$ cat src/rtl/psg_sched_pkg.sv
// Shared types and constants for the YM2149 PSG write scheduler.
package psg_sched_pkg;

  localparam int PSG_AW = 4;
  localparam int PSG_DW = 8;

  typedef enum logic [1:0] {
    IDLE   = 2'd0,
    SETUP  = 2'd1,
    STROBE = 2'd2,
    GAP    = 2'd3
  } state_t;

  typedef struct packed {
    logic [PSG_AW-1:0] addr;
    logic [PSG_DW-1:0] data;
  } wr_entry_t;

  function automatic int max2(input int a, input int b);
    return (a > b) ? a : b;
  endfunction

endpackage

$ cat src/rtl/psg_write_sched_if.sv
// Request handshakes of both write requesters plus the PSG write bus.
interface psg_write_sched_if;
  import psg_sched_pkg::*;

  logic              req0_valid;
  logic [PSG_AW-1:0] req0_addr;
  logic [PSG_DW-1:0] req0_data;
  logic              req0_ready;
  logic              req1_valid;
  logic [PSG_AW-1:0] req1_addr;
  logic [PSG_DW-1:0] req1_data;
  logic              req1_ready;
  logic [PSG_AW-1:0] psg_addr;
  logic [PSG_DW-1:0] psg_din;
  logic              psg_cs_n;
  logic              psg_wr_n;

  // Requester side: issues writes and observes the PSG bus.
  modport master (
    output req0_valid, req0_addr, req0_data,
    output req1_valid, req1_addr, req1_data,
    input  req0_ready, req1_ready,
    input  psg_addr, psg_din, psg_cs_n, psg_wr_n
  );

  // Scheduler side.
  modport slave (
    input  req0_valid, req0_addr, req0_data,
    input  req1_valid, req1_addr, req1_data,
    output req0_ready, req1_ready,
    output psg_addr, psg_din, psg_cs_n, psg_wr_n
  );

endinterface

$ cat src/rtl/psg_sched_fifo.sv
// Synchronous FIFO of pending PSG register writes; push/pop may coincide.
module psg_sched_fifo
  import psg_sched_pkg::*;
#(
  parameter int DEPTH = 8
) (
  input  logic                   clk,
  input  logic                   rst_n,
  input  logic                   push,
  input  wr_entry_t              wdata,
  input  logic                   pop,
  output wr_entry_t              rdata,
  output logic                   full,
  output logic                   empty,
  output logic [$clog2(DEPTH):0] level
);

  localparam int AW = $clog2(DEPTH);

  wr_entry_t         mem [DEPTH];
  logic [AW-1:0]     wp;
  logic [AW-1:0]     rp;
  logic [AW:0]       cnt;
  logic              do_push;
  logic              do_pop;

  assign full    = (cnt == (AW+1)'(DEPTH));
  assign empty   = (cnt == '0);
  assign do_push = push & ~full;
  assign do_pop  = pop & ~empty;
  assign rdata   = mem[rp];
  assign level   = cnt;

  always_ff @(posedge clk) begin
    if (!rst_n) begin
      wp  <= '0;
      rp  <= '0;
      cnt <= '0;
    end else begin
      if (do_push) wp <= wp + 1'b1;
      if (do_pop)  rp <= rp + 1'b1;
      case ({do_push, do_pop})
        2'b10:   cnt <= cnt + 1'b1;
        2'b01:   cnt <= cnt - 1'b1;
        default: cnt <= cnt;
      endcase
    end
  end

  // Storage carries no reset; only the pointers define validity.
  always_ff @(posedge clk) begin
    if (do_push) mem[wp] <= wdata;
  end

endmodule

$ cat src/rtl/psg_write_sched.sv
// Two-port round-robin write scheduler driving the YM2149 PSG bus in clk_en ticks.
// Optional feature macro: PSG_SCHED_SHADOW_EN (16x8 shadow of written registers).
module psg_write_sched
  import psg_sched_pkg::*;
#(
  parameter int DEPTH   = 8,
  parameter int WR_HOLD = 2,
  parameter int WR_GAP  = 2
) (
  input  logic                   clk,
  input  logic                   rst_n,
  input  logic                   clk_en,
  psg_write_sched_if.slave       bus,
  output logic [$clog2(DEPTH):0] level,
  output logic                   busy
`ifdef PSG_SCHED_SHADOW_EN
  ,
  input  logic [PSG_AW-1:0]      shadow_addr,
  output logic [PSG_DW-1:0]      shadow_data
`endif
);

  localparam int CW = $clog2(max2(WR_HOLD, WR_GAP) + 1);
  localparam logic [CW-1:0] HOLD_LD = CW'(WR_HOLD - 1);
  localparam logic [CW-1:0] GAP_LD  = CW'(WR_GAP - 1);

  logic        full;
  logic        empty;
  logic        push0;
  logic        push1;
  logic        push;
  logic        pop;
  logic        last_gnt;
  wr_entry_t   wdata;
  wr_entry_t   head;

  state_t            state;
  logic [CW-1:0]     cnt;
  logic              cs_n_q;
  logic              wr_n_q;
  logic [PSG_AW-1:0] addr_q;
  logic [PSG_DW-1:0] din_q;
  logic              gap_done;

  // last_gnt = 1 means port 1 won the most recent push, so port 0 is favoured next.
  assign bus.req0_ready = bus.req0_valid & ~full & (~bus.req1_valid | last_gnt);
  assign bus.req1_ready = bus.req1_valid & ~full & (~bus.req0_valid | ~last_gnt);

  assign push0 = bus.req0_valid & bus.req0_ready;
  assign push1 = bus.req1_valid & bus.req1_ready;
  assign push  = push0 | push1;
  assign wdata = push0 ? wr_entry_t'{addr: bus.req0_addr, data: bus.req0_data}
                       : wr_entry_t'{addr: bus.req1_addr, data: bus.req1_data};

  always_ff @(posedge clk) begin
    if (!rst_n)     last_gnt <= 1'b1;
    else if (push0) last_gnt <= 1'b0;
    else if (push1) last_gnt <= 1'b1;
  end

  psg_sched_fifo #(.DEPTH(DEPTH)) u_fifo (
    .clk   (clk),
    .rst_n (rst_n),
    .push  (push),
    .wdata (wdata),
    .pop   (pop),
    .rdata (head),
    .full  (full),
    .empty (empty),
    .level (level)
  );

  // The FIFO head is consumed on the same tick that it is latched onto the bus.
  assign gap_done = (state == GAP) && (cnt == '0);
  assign pop      = clk_en & ~empty & ((state == IDLE) | gap_done);
  assign busy     = ~empty | (state != IDLE);

  always_ff @(posedge clk) begin
    if (!rst_n) begin
      state  <= IDLE;
      cnt    <= '0;
      cs_n_q <= 1'b1;
      wr_n_q <= 1'b1;
      addr_q <= '0;
      din_q  <= '0;
    end else if (clk_en) begin
      case (state)
        IDLE: begin
          if (!empty) begin
            state  <= SETUP;
            cs_n_q <= 1'b0;
            addr_q <= head.addr;
            din_q  <= head.data;
            cnt    <= '0;
          end
        end
        SETUP: begin
          state  <= STROBE;
          wr_n_q <= 1'b0;
          cnt    <= HOLD_LD;
        end
        STROBE: begin
          if (cnt == '0) begin
            state  <= GAP;
            cs_n_q <= 1'b1;
            wr_n_q <= 1'b1;
            cnt    <= GAP_LD;
          end else begin
            cnt <= cnt - 1'b1;
          end
        end
        GAP: begin
          if (cnt != '0) begin
            cnt <= cnt - 1'b1;
          end else if (!empty) begin
            state  <= SETUP;
            cs_n_q <= 1'b0;
            addr_q <= head.addr;
            din_q  <= head.data;
          end else begin
            state <= IDLE;
          end
        end
        default: state <= IDLE;
      endcase
    end
  end

  assign bus.psg_addr = addr_q;
  assign bus.psg_din  = din_q;
  assign bus.psg_cs_n = cs_n_q;
  assign bus.psg_wr_n = wr_n_q;

`ifdef PSG_SCHED_SHADOW_EN
  logic [PSG_DW-1:0] shadow [16];

  // Captured on the SETUP->STROBE tick, i.e. as the write strobe begins.
  always_ff @(posedge clk) begin
    if (!rst_n) begin
      for (int i = 0; i < 16; i++) shadow[i] <= '0;
    end else if (clk_en && (state == SETUP)) begin
      shadow[addr_q] <= din_q;
    end
  end

  always_ff @(posedge clk) begin
    if (!rst_n) shadow_data <= '0;
    else        shadow_data <= shadow[shadow_addr];
  end
`endif

endmodule

$ cat src/flat_wrapper.sv
// flat-port wrapper written by rule: the top's interface ports become plain ports
module psg_write_sched_flat import psg_sched_pkg::*;
#(
  parameter int DEPTH   = 8,
  parameter int WR_HOLD = 2,
  parameter int WR_GAP  = 2
)
  (clk, rst_n, clk_en, level, busy, bus_req0_valid, bus_req0_addr, bus_req0_data, bus_req1_valid, bus_req1_addr, bus_req1_data, bus_req0_ready, bus_req1_ready, bus_psg_addr, bus_psg_din, bus_psg_cs_n, bus_psg_wr_n);
  psg_write_sched_if bus_i ();
  input  logic clk;
  input  logic rst_n;
  input  logic clk_en;
  output logic [$clog2(DEPTH):0] level;
  output logic busy;
  input wire logic [$bits(bus_i.req0_valid)-1:0] bus_req0_valid;
  input wire logic [$bits(bus_i.req0_addr)-1:0] bus_req0_addr;
  input wire logic [$bits(bus_i.req0_data)-1:0] bus_req0_data;
  input wire logic [$bits(bus_i.req1_valid)-1:0] bus_req1_valid;
  input wire logic [$bits(bus_i.req1_addr)-1:0] bus_req1_addr;
  input wire logic [$bits(bus_i.req1_data)-1:0] bus_req1_data;
  output wire logic [$bits(bus_i.req0_ready)-1:0] bus_req0_ready;
  output wire logic [$bits(bus_i.req1_ready)-1:0] bus_req1_ready;
  output wire logic [$bits(bus_i.psg_addr)-1:0] bus_psg_addr;
  output wire logic [$bits(bus_i.psg_din)-1:0] bus_psg_din;
  output wire logic [$bits(bus_i.psg_cs_n)-1:0] bus_psg_cs_n;
  output wire logic [$bits(bus_i.psg_wr_n)-1:0] bus_psg_wr_n;
  assign bus_i.req0_valid = bus_req0_valid;
  assign bus_i.req0_addr = bus_req0_addr;
  assign bus_i.req0_data = bus_req0_data;
  assign bus_i.req1_valid = bus_req1_valid;
  assign bus_i.req1_addr = bus_req1_addr;
  assign bus_i.req1_data = bus_req1_data;
  assign bus_req0_ready = bus_i.req0_ready;
  assign bus_req1_ready = bus_i.req1_ready;
  assign bus_psg_addr = bus_i.psg_addr;
  assign bus_psg_din = bus_i.psg_din;
  assign bus_psg_cs_n = bus_i.psg_cs_n;
  assign bus_psg_wr_n = bus_i.psg_wr_n;
  psg_write_sched #(.DEPTH(DEPTH), .WR_HOLD(WR_HOLD), .WR_GAP(WR_GAP)) u_core (.clk(clk), .rst_n(rst_n), .clk_en(clk_en), .bus(bus_i), .level(level), .busy(busy));
endmodule
$ cat config.mk
export PLATFORM = sky130hd
export DESIGN_NAME = psg_write_sched_flat
export DESIGN_NICKNAME = d
export VERILOG_FILES = /design/src/rtl/psg_sched_pkg.sv /design/src/rtl/psg_write_sched_if.sv /design/src/rtl/psg_sched_fifo.sv /design/src/rtl/psg_write_sched.sv /design/src/flat_wrapper.sv
export SDC_FILE = /design/constraint.sdc
export NUM_CORES = 1
export LEC_CHECK = 0
export CAP_MARGIN = 20
export CORE_MARGIN = 3
export CORE_UTILIZATION = 50
export CTS_BUF_LIST = sky130_fd_sc_hd__clkbuf_4 sky130_fd_sc_hd__clkbuf_8
export DETAILED_ROUTE_END_ITERATION = 10
export PLACE_DENSITY = 0.72
export REMOVE_ABC_BUFFERS = 1
export SLEW_MARGIN = 30
export SYNTH_ARGS = -nofsm -noshare
export SYNTH_HDL_FRONTEND = slang
export SYNTH_SLANG_ARGS = --single-unit
$ cat constraint.sdc
create_clock -name clk -period 5.1 [get_ports clk]
set_input_delay 1.02 -clock clk [delete_from_list [all_inputs] [get_ports clk]]
set_output_delay 1.02 -clock clk [all_outputs]
set_load 0.005 [all_outputs]
==> results of run 1 <==
-- worst max-delay path: stages --
cell and delay, ns:
clkdlybuf4s50_1 0.62, nand3_4 0.30, inv_1 0.12, clkdlybuf4s50_1 0.50
-- stage by stage --
step           setup slack, ns  utilization [%]  total power [mW]  hold slack (ns)  instance area, um2
4_1_cts                  1.501            61.80             3.081           0.4856                6437
5_1_grt                  1.456            61.80             3.218           0.4926                6437
6_report                 1.518            61.80             3.056           0.4803                6437
2_1_floorplan            2.405                -             1.874           0.4698                5298
3_5_place_dp             1.498            57.86             2.202           0.4678                6027
3_3_place_gp             1.533            57.78             2.171           0.4604                6018
-- layer usage --
layer / vias to the layer above / global-route usage, %
met1: 1463 / 22.97
met2: 83 / 28.34
met3: 10 / 3.934
met5: - / 0
li1: 1368 / -
met4: 0 / 6.679
-- cell families after synthesis --
logic type | after synthesis
and+or+nand+nor | 53
xor gates and xnor gates | 6
muxes | 55
AOI/OAI and AO/OA | 38
buffers and inverters | 22
DFF | 128
adders and majority gates | 12
-- registers in the layout, summed over array words and instances, names as in the netlist, 2 cells and up, named ones only --
| signal | count |
|---|---|
| u_core.bus.psg_addr | 4 |
| u_core.u_fifo.wp | 3 |
| u_core.state | 2 |
| u_core.u_fifo.rp | 3 |
| u_core.cnt | 2 |
| u_core.u_fifo.mem | 96 |
| u_core.u_fifo.level | 4 |
| u_core.bus.psg_din | 8 |
-- power breakdown --
part	total, mW	switching (mW)	internal, mW	leakage [nW]
registers	1.40	0.108	1.30	1.14
clock network	0.883	0.388	0.495	0.201
logic	0.769	0.355	0.413	0.888
total	3.06	0.851	2.20	2.23
-- cells in the final DEF, fill, tap and decap left out, types with 2 or more instances in the layout --
cell type / Yosys / routed
edfxtp_1: 96 / 96
clkdlybuf4s50_1: 0 / 49
dfxtp_1: 32 / 31
mux4_1: 20 / 20
clkbuf_8: 0 / 17
mux2_2: 15 / 15
a22o_1: 12 / 12
ha_1: 12 / 12
nor2b_1: 11 / 11
nand2_1: 9 / 9
mux2_1: 9 / 9
a21oi_1: 8 / 8
inv_1: 8 / 8
buf_4: 0 / 8
nor2_1: 10 / 7
mux2i_1: 7 / 7
and2_1: 6 / 6
nand2b_1: 5 / 5
xor2_1: 4 / 4
o21ai_0: 4 / 4
mux4_2: 4 / 4
o211ai_1: 3 / 3
nor2_2: 0 / 3
nor3_1: 3 / 3
bufinv_16: 0 / 3
clkinvlp_4: 0 / 3
a21boi_0: 2 / 2
or3_1: 2 / 2
xnor2_1: 2 / 2
inv_6: 0 / 2
clkinv_4: 0 / 2
clkbuf_4: 0 / 2
clkinv_2: 0 / 2
-- worst paths after layout --
| path | end | slack (ns) | cells past startpoint |
|---|---|---|---|
| setup / recovery | bus_req0_ready | 1.52 | 4 |
| hold / removal | u_core.bus.psg_din[6]$_SDFFE_PN0P_ | 0.48 | 1 |
| setup reg to reg | u_core.u_fifo.level[2]$_SDFFE_PN0P_ | 2.44 | 9 |
| hold reg to reg | u_core.bus.psg_din[6]$_SDFFE_PN0P_ | 0.48 | 1 |
-- area by class of cell --
cell class | count | share of cell area, %
timing repair buffer | 57 | 8.552
tap | 136 | 2.643
sequential | 128 | 54.75
multi-input combinational | 164 | 27.21
clock buffer | 19 | 3.868
inverter | 8 | 0.4665
clock inverter | 13 | 2.507
==> summary.md, run 1 <==
| Metric | Value |
|---|---|
| Status | finished clean |
| Initial antenna violation count | 0 |
| Crit path capture type | output port |
| Area Growth Syn to Fin | 19.43% |
| First-pass GRT wire length | 15220 um |
| Top layer in use | met4 |
| Crit Path Max Fanout | 13 |
| Die Height | 109.8 um |
| Largest family of logic cells by synthesized area | multiplexers |
| WP data arrival | 2.56 ns |
| Synth warnings | 0 |
| Hold Violations, Final | 0 |
| Clock sinks | 128 |
| Synth Area in XOR/XNOR | 0.9749% |
| Synth top area share | between 50% and 60% |
| Cts bufs inserted | 17 |
| Slew Viols, Final | 0 |
| Pwr dens | around 470 nW/um2 |
| Met1 Wirelength | 4351 um |
| VDD IR max | 0.2036 mV |
| Synth async-reset ratio | 0% |
| P_leak | 2.228 nW |
| Post-Syn Area per Cell | 17.17 um2 |
| Setup TNS | 0 ns |
| Placement Rows | 37 |
| Post-synth cell types | 43 |
| Ant diodes | 0 |
| Total Wirelength | 9918 um |
| DRC Markers | 0 |
| Fin nets | 417 |
| Hold Path Class | reg2reg |
| CTS tree | yes |
| Area occupied by multi-input gates | 1752 um2 |
| Final min period | 3.582 ns |
| Clk slew on worst S/H paths | roughly 0.070 ns |
| Routed wl met3 | approximately 460 um |
| Overall routing resource usage | 17.45% |
| Core area | 10420 um2 |
| Type of the worst setup path | in2out |
| Fillers | a little under 800 |
| Vias in the first global route | 2902 |
| Clk Latency, worst-skew pair | 0.41 ns |
| # setup viols final | 0 |
| Share of cells above drive strength 1 | 16.97% |
| Antenna viol nets, final | 0 |
| Drt first pass iters | 6 |
| Grt ovf | 0 |
| Fin crit share | 70.24% |
| RSZ-0062 raised after global routing | false |
| CP Launch Point | bus_req0_valid |
| Post-synthesis compound-gate area fraction | 5.292% |
| Cell count after synthesis | 314 |
| Critical Path Start Type | input pin |
| Hold_buf cts | 0 |
| Placer Congestion | 0.7543 |
| Hold Path Origin | u_core.bus.psg_din[6]$_SDFFE_PN0P_ |
| Dpl hpwl | ~6300 um |
| Post-synthesis adder-cell area fraction | 2.786% |
| Sequential area share after synthesis | 65.37% |
| Layout Cells excl Fill | between 500 and 600 |
| Simple-Gate Fraction of Synth Area | under 10% |
| #FFs+latches synth | roughly 130 |
| Worst path required time | 4.08 ns |
| Post-DR vias/cell | 5.570 |
| Top cells by area, synth | edfxtp_1 53%, dfxtp_1 12%, mux4_1 9.7% |
| Final Skew | approximately 0.0088 ns |
| Clock Path Buffers | 2 |
| WL per Instance | 18.89 um |
| Die ar. | 12060 um2 |
| Post-CTS setup buffers | 0 |
| Die width | 109.8 um |
| DR WL met2 | 4977 um |
| Relative slew slack | 50.92% |
| Vias after detailed routing | 2924 |
| Achievable Freq | 0.2792 GHz |
| DRT iter0 DRCs | 196 |
| I/O Buffers | 49 |
| I/O Pins | 50 |
| Ys flop type | edfxtp_1 |
| Number of synthesized flops with an enable pin | 96 |
| Mapped Area | about 5400 um2 |
| Worst Tran Pin Value | 0.7354 ns |
| CTS root buffer | clkbuf_8 |
| Dpl cells | 493 |
| PostCTS Resize Cnt | 0 |
| Max_cap viols | 0 |
| Commonest cells post-synth | 96 x edfxtp_1, 32 x dfxtp_1, 20 x mux4_1, 15 x mux2_2 |
| CTS H-tree lvls | 4 |
| Mux cell area share after synthesis | 17.73% |
| Area leader, netlist | edfxtp_1 |
| Most frequent cell after synthesis | edfxtp_1 |
| Register area | 3525 um2 |
| Largest net degree at the start of global routing | 25 |
| R2r startpoint | u_core.u_fifo.level[0]$_SDFFE_PN0P_ |
| Starting density of the core | between 50% and 60% |
Power figures use the tool's default switching activity.
==> inputs of run 2 (changes only) <==
Settings changed: PLACE_DENSITY 0.72 to 0.75.
Clock period 5.1 ns to 2.9 ns, I/O delays scaled along.
==> run 2 against run 1 <==
Count of clock-buffer cells in the layout down 1. Power up 76%. Global-route usage up 0.21 points. Worst hold slack better by 0.0025 ns. Sequential power up 73%. Routed wire length down 0.63%. Clock power up 70%. Clock skew up 0.0013 ns. Flip-flop and latch count unchanged. Via count up 0.44%. Non-clock buffer count up 13. Sequential share of layout area down 0.64 points. Critical path type is now reg2out. Critical endpoint is now bus_req1_ready.
==> summary.md, run 2 (synthesis results as in run 1) <==
| Metric | Value |
|---|---|
| Pwr dens | 826.4 nW/um2 |
| Relative slew slack | 51.35% |
| Crit Path Max Fanout | 6 |
| Post-CTS setup buffers | 0 |
| WP data arrival | 2.07 ns |
| Drt first pass iters | 4 |
| PostCTS Resize Cnt | 0 |
| VDD IR max | 0.3599 mV |
| Hold Violations, Final | 0 |
| Fillers | 755 |
| Critical Path Start Type | flop |
| Final min period | between 2 and 3 ns |
| Most common cell after layout, fill and taps aside | edfxtp_1 |
| First-pass GRT wire length | ~15000 um |
| Setup TNS | 0 ns |
| Largest net degree at the start of global routing | 25 |
| Register area | 3523 um2 |
| RSZ-0062 raised after global routing | false |
| Dpl hpwl | 6275 um |
| Antenna viol nets, final | 0 |
| CTS root buffer | clkbuf_8 |
| Power Total | 5.381 mW |
| Clock Path Buffers | 2 |
| Status | finished clean |
| Fin nets | 430 |
| Slew Viols, Final | 0 |
| Achievable Freq | 0.3771 GHz |
| Dpl cells | 506 |
| Hold_buf cts | 0 |
| Clock sinks | 128 |
| Die width | around 110 um |
| Critical Path, Cell by Cell | or4b_1 > nand2_1 > a21oi_1 > clkdlybuf4s50_1 |
| Clk slew on worst S/H paths | 0.07 ns |
| Die Height | 109.8 um |
| Placement Rows | 37 |
| Worst Tran Pin Value | 0.7288 ns |
| Max reg flops | 96 |
| Grt ovf | 0 |
| Crit path capture type | output port |
| Overall routing resource usage | 17.66% |
| I/O Buffers | just under 50 |
| Vias in the first global route | ~2900 |
| Hold Path Class | reg2reg |
| Total Wirelength | between 9000 and 10000 um |
| Worst path required time | 2.32 ns |
| DRT iter0 DRCs | 141 |
| P_leak | between 2 and 2.5 nW |
| Fin crit share | 91.45% |
| CTS tree | yes |
| Vias after detailed routing | slightly below 3000 |
| WL per Instance | 18.32 um |
| Commonest cells after routing, fill and taps aside | 96 x edfxtp_1, 49 x clkdlybuf4s50_1, 32 x dfxtp_1 |
| Core area | 10420 um2 |
| Hold_ws | 0.4828 ns |
| Ant diodes | 0 |
| Share of cells above drive strength 1 | 18.91% |
| I/O Pins | 50 |
| Area occupied by multi-input gates | 1744 um2 |
| Biggest register | u_core.u_fifo.mem |
| Layout Cells excl Fill | 538 |
| Post-DR vias/cell | 5.459 |
| Clk Latency, worst-skew pair | 0.42 ns |
| Starting density of the core | 51.75% |
| Type of the worst setup path | reg2out |
| Cts bufs inserted | 17 |
| Placer Congestion | a little over 0.7 |
| CP max stage delay | 0.69 ns |
| Area Growth Syn to Fin | 20.80% |
| CTS H-tree lvls | 4 |
| # setup viols final | 0 |
| Slowest cell on the critical path | or4b_1 |
| Initial antenna violation count | 0 |
| Final Skew | a little over 0.01 ns |
| Die ar. | 12060 um2 |
| DRC Markers | 0 |
| Max_cap viols | 0 |
## run 2: cell types whose count changed in the layout (fill, tap and decap cells not counted), sizes merged
cell,change
buf,+13
inv,+4
clkinv,-2
clkbuf,-1
bufinv,-1
## run 2: per-stage QoR
step | worst slack (ns) | area [um2] | utilization, %
2_1_floorplan | 0.4205 | 5298 | -
3_3_place_gp | 0.2624 | 6116 | 58.71
3_5_place_dp | 0.1696 | 6116 | 58.71
4_1_cts | 0.2161 | 6511 | 62.51
5_1_grt | 0.1593 | 6511 | 62.51
6_report | 0.2480 | 6511 | 62.51
## run 2: where the power goes
| part | internal, mW | total, mW | switching (mW) |
|---|---|---|---|
| logic | 0.779 | 1.46 | 0.682 |
| clock network | 0.787 | 1.50 | 0.711 |
| registers | 2.28 | 2.42 | 0.143 |
## run 2: cell type report
class                   instances  share of cell area, %
flip-flops and latches        128                  54.11
multi-input cells             164                  26.79
repair buffers                 70                  9.954
clock buffers                  18                  3.709
well taps                     136                  2.613
clock inverters                14                  2.364
inverters                       8                 0.4612
## run 2: critical path: cells and delay by family, from the launching register on
kind | cells | cell delay, ns
simple gates | 2 | 0.84
buf+inv | 1 | 0.45
flops | 1 | 0.31
compound gates | 1 | 0.05
## run 2: final timing paths
check,start,endpoint,slack (ns),cells past startpoint
setup / recovery,u_core.u_fifo.level[0]$_SDFFE_PN0P_,bus_req1_ready,0.25,4
hold / removal,u_core.bus.psg_din[0]$_SDFFE_PN0P_,u_core.bus.psg_din[0]$_SDFFE_PN0P_,0.48,1
setup reg to reg,u_core.u_fifo.level[0]$_SDFFE_PN0P_,u_core.u_fifo.level[2]$_SDFFE_PN0P_,0.40,9
hold reg to reg,u_core.bus.psg_din[0]$_SDFFE_PN0P_,u_core.bus.psg_din[0]$_SDFFE_PN0P_,0.48,1
## run 2: routing by layer
metal | vias to the layer above | wire length [um] | track usage [%] | part of all wire, %
li1 | 1402 | - | - | -
met1 | 1450 | 4178 | 22.14 | 42
met2 | 79 | 5094 | 29.07 | 52
met3 | 6 | 481 | 4.932 | 4.9
met4 | 0 | 102 | 7.035 | 1.0
met5 | - | 0 | 0 | 0
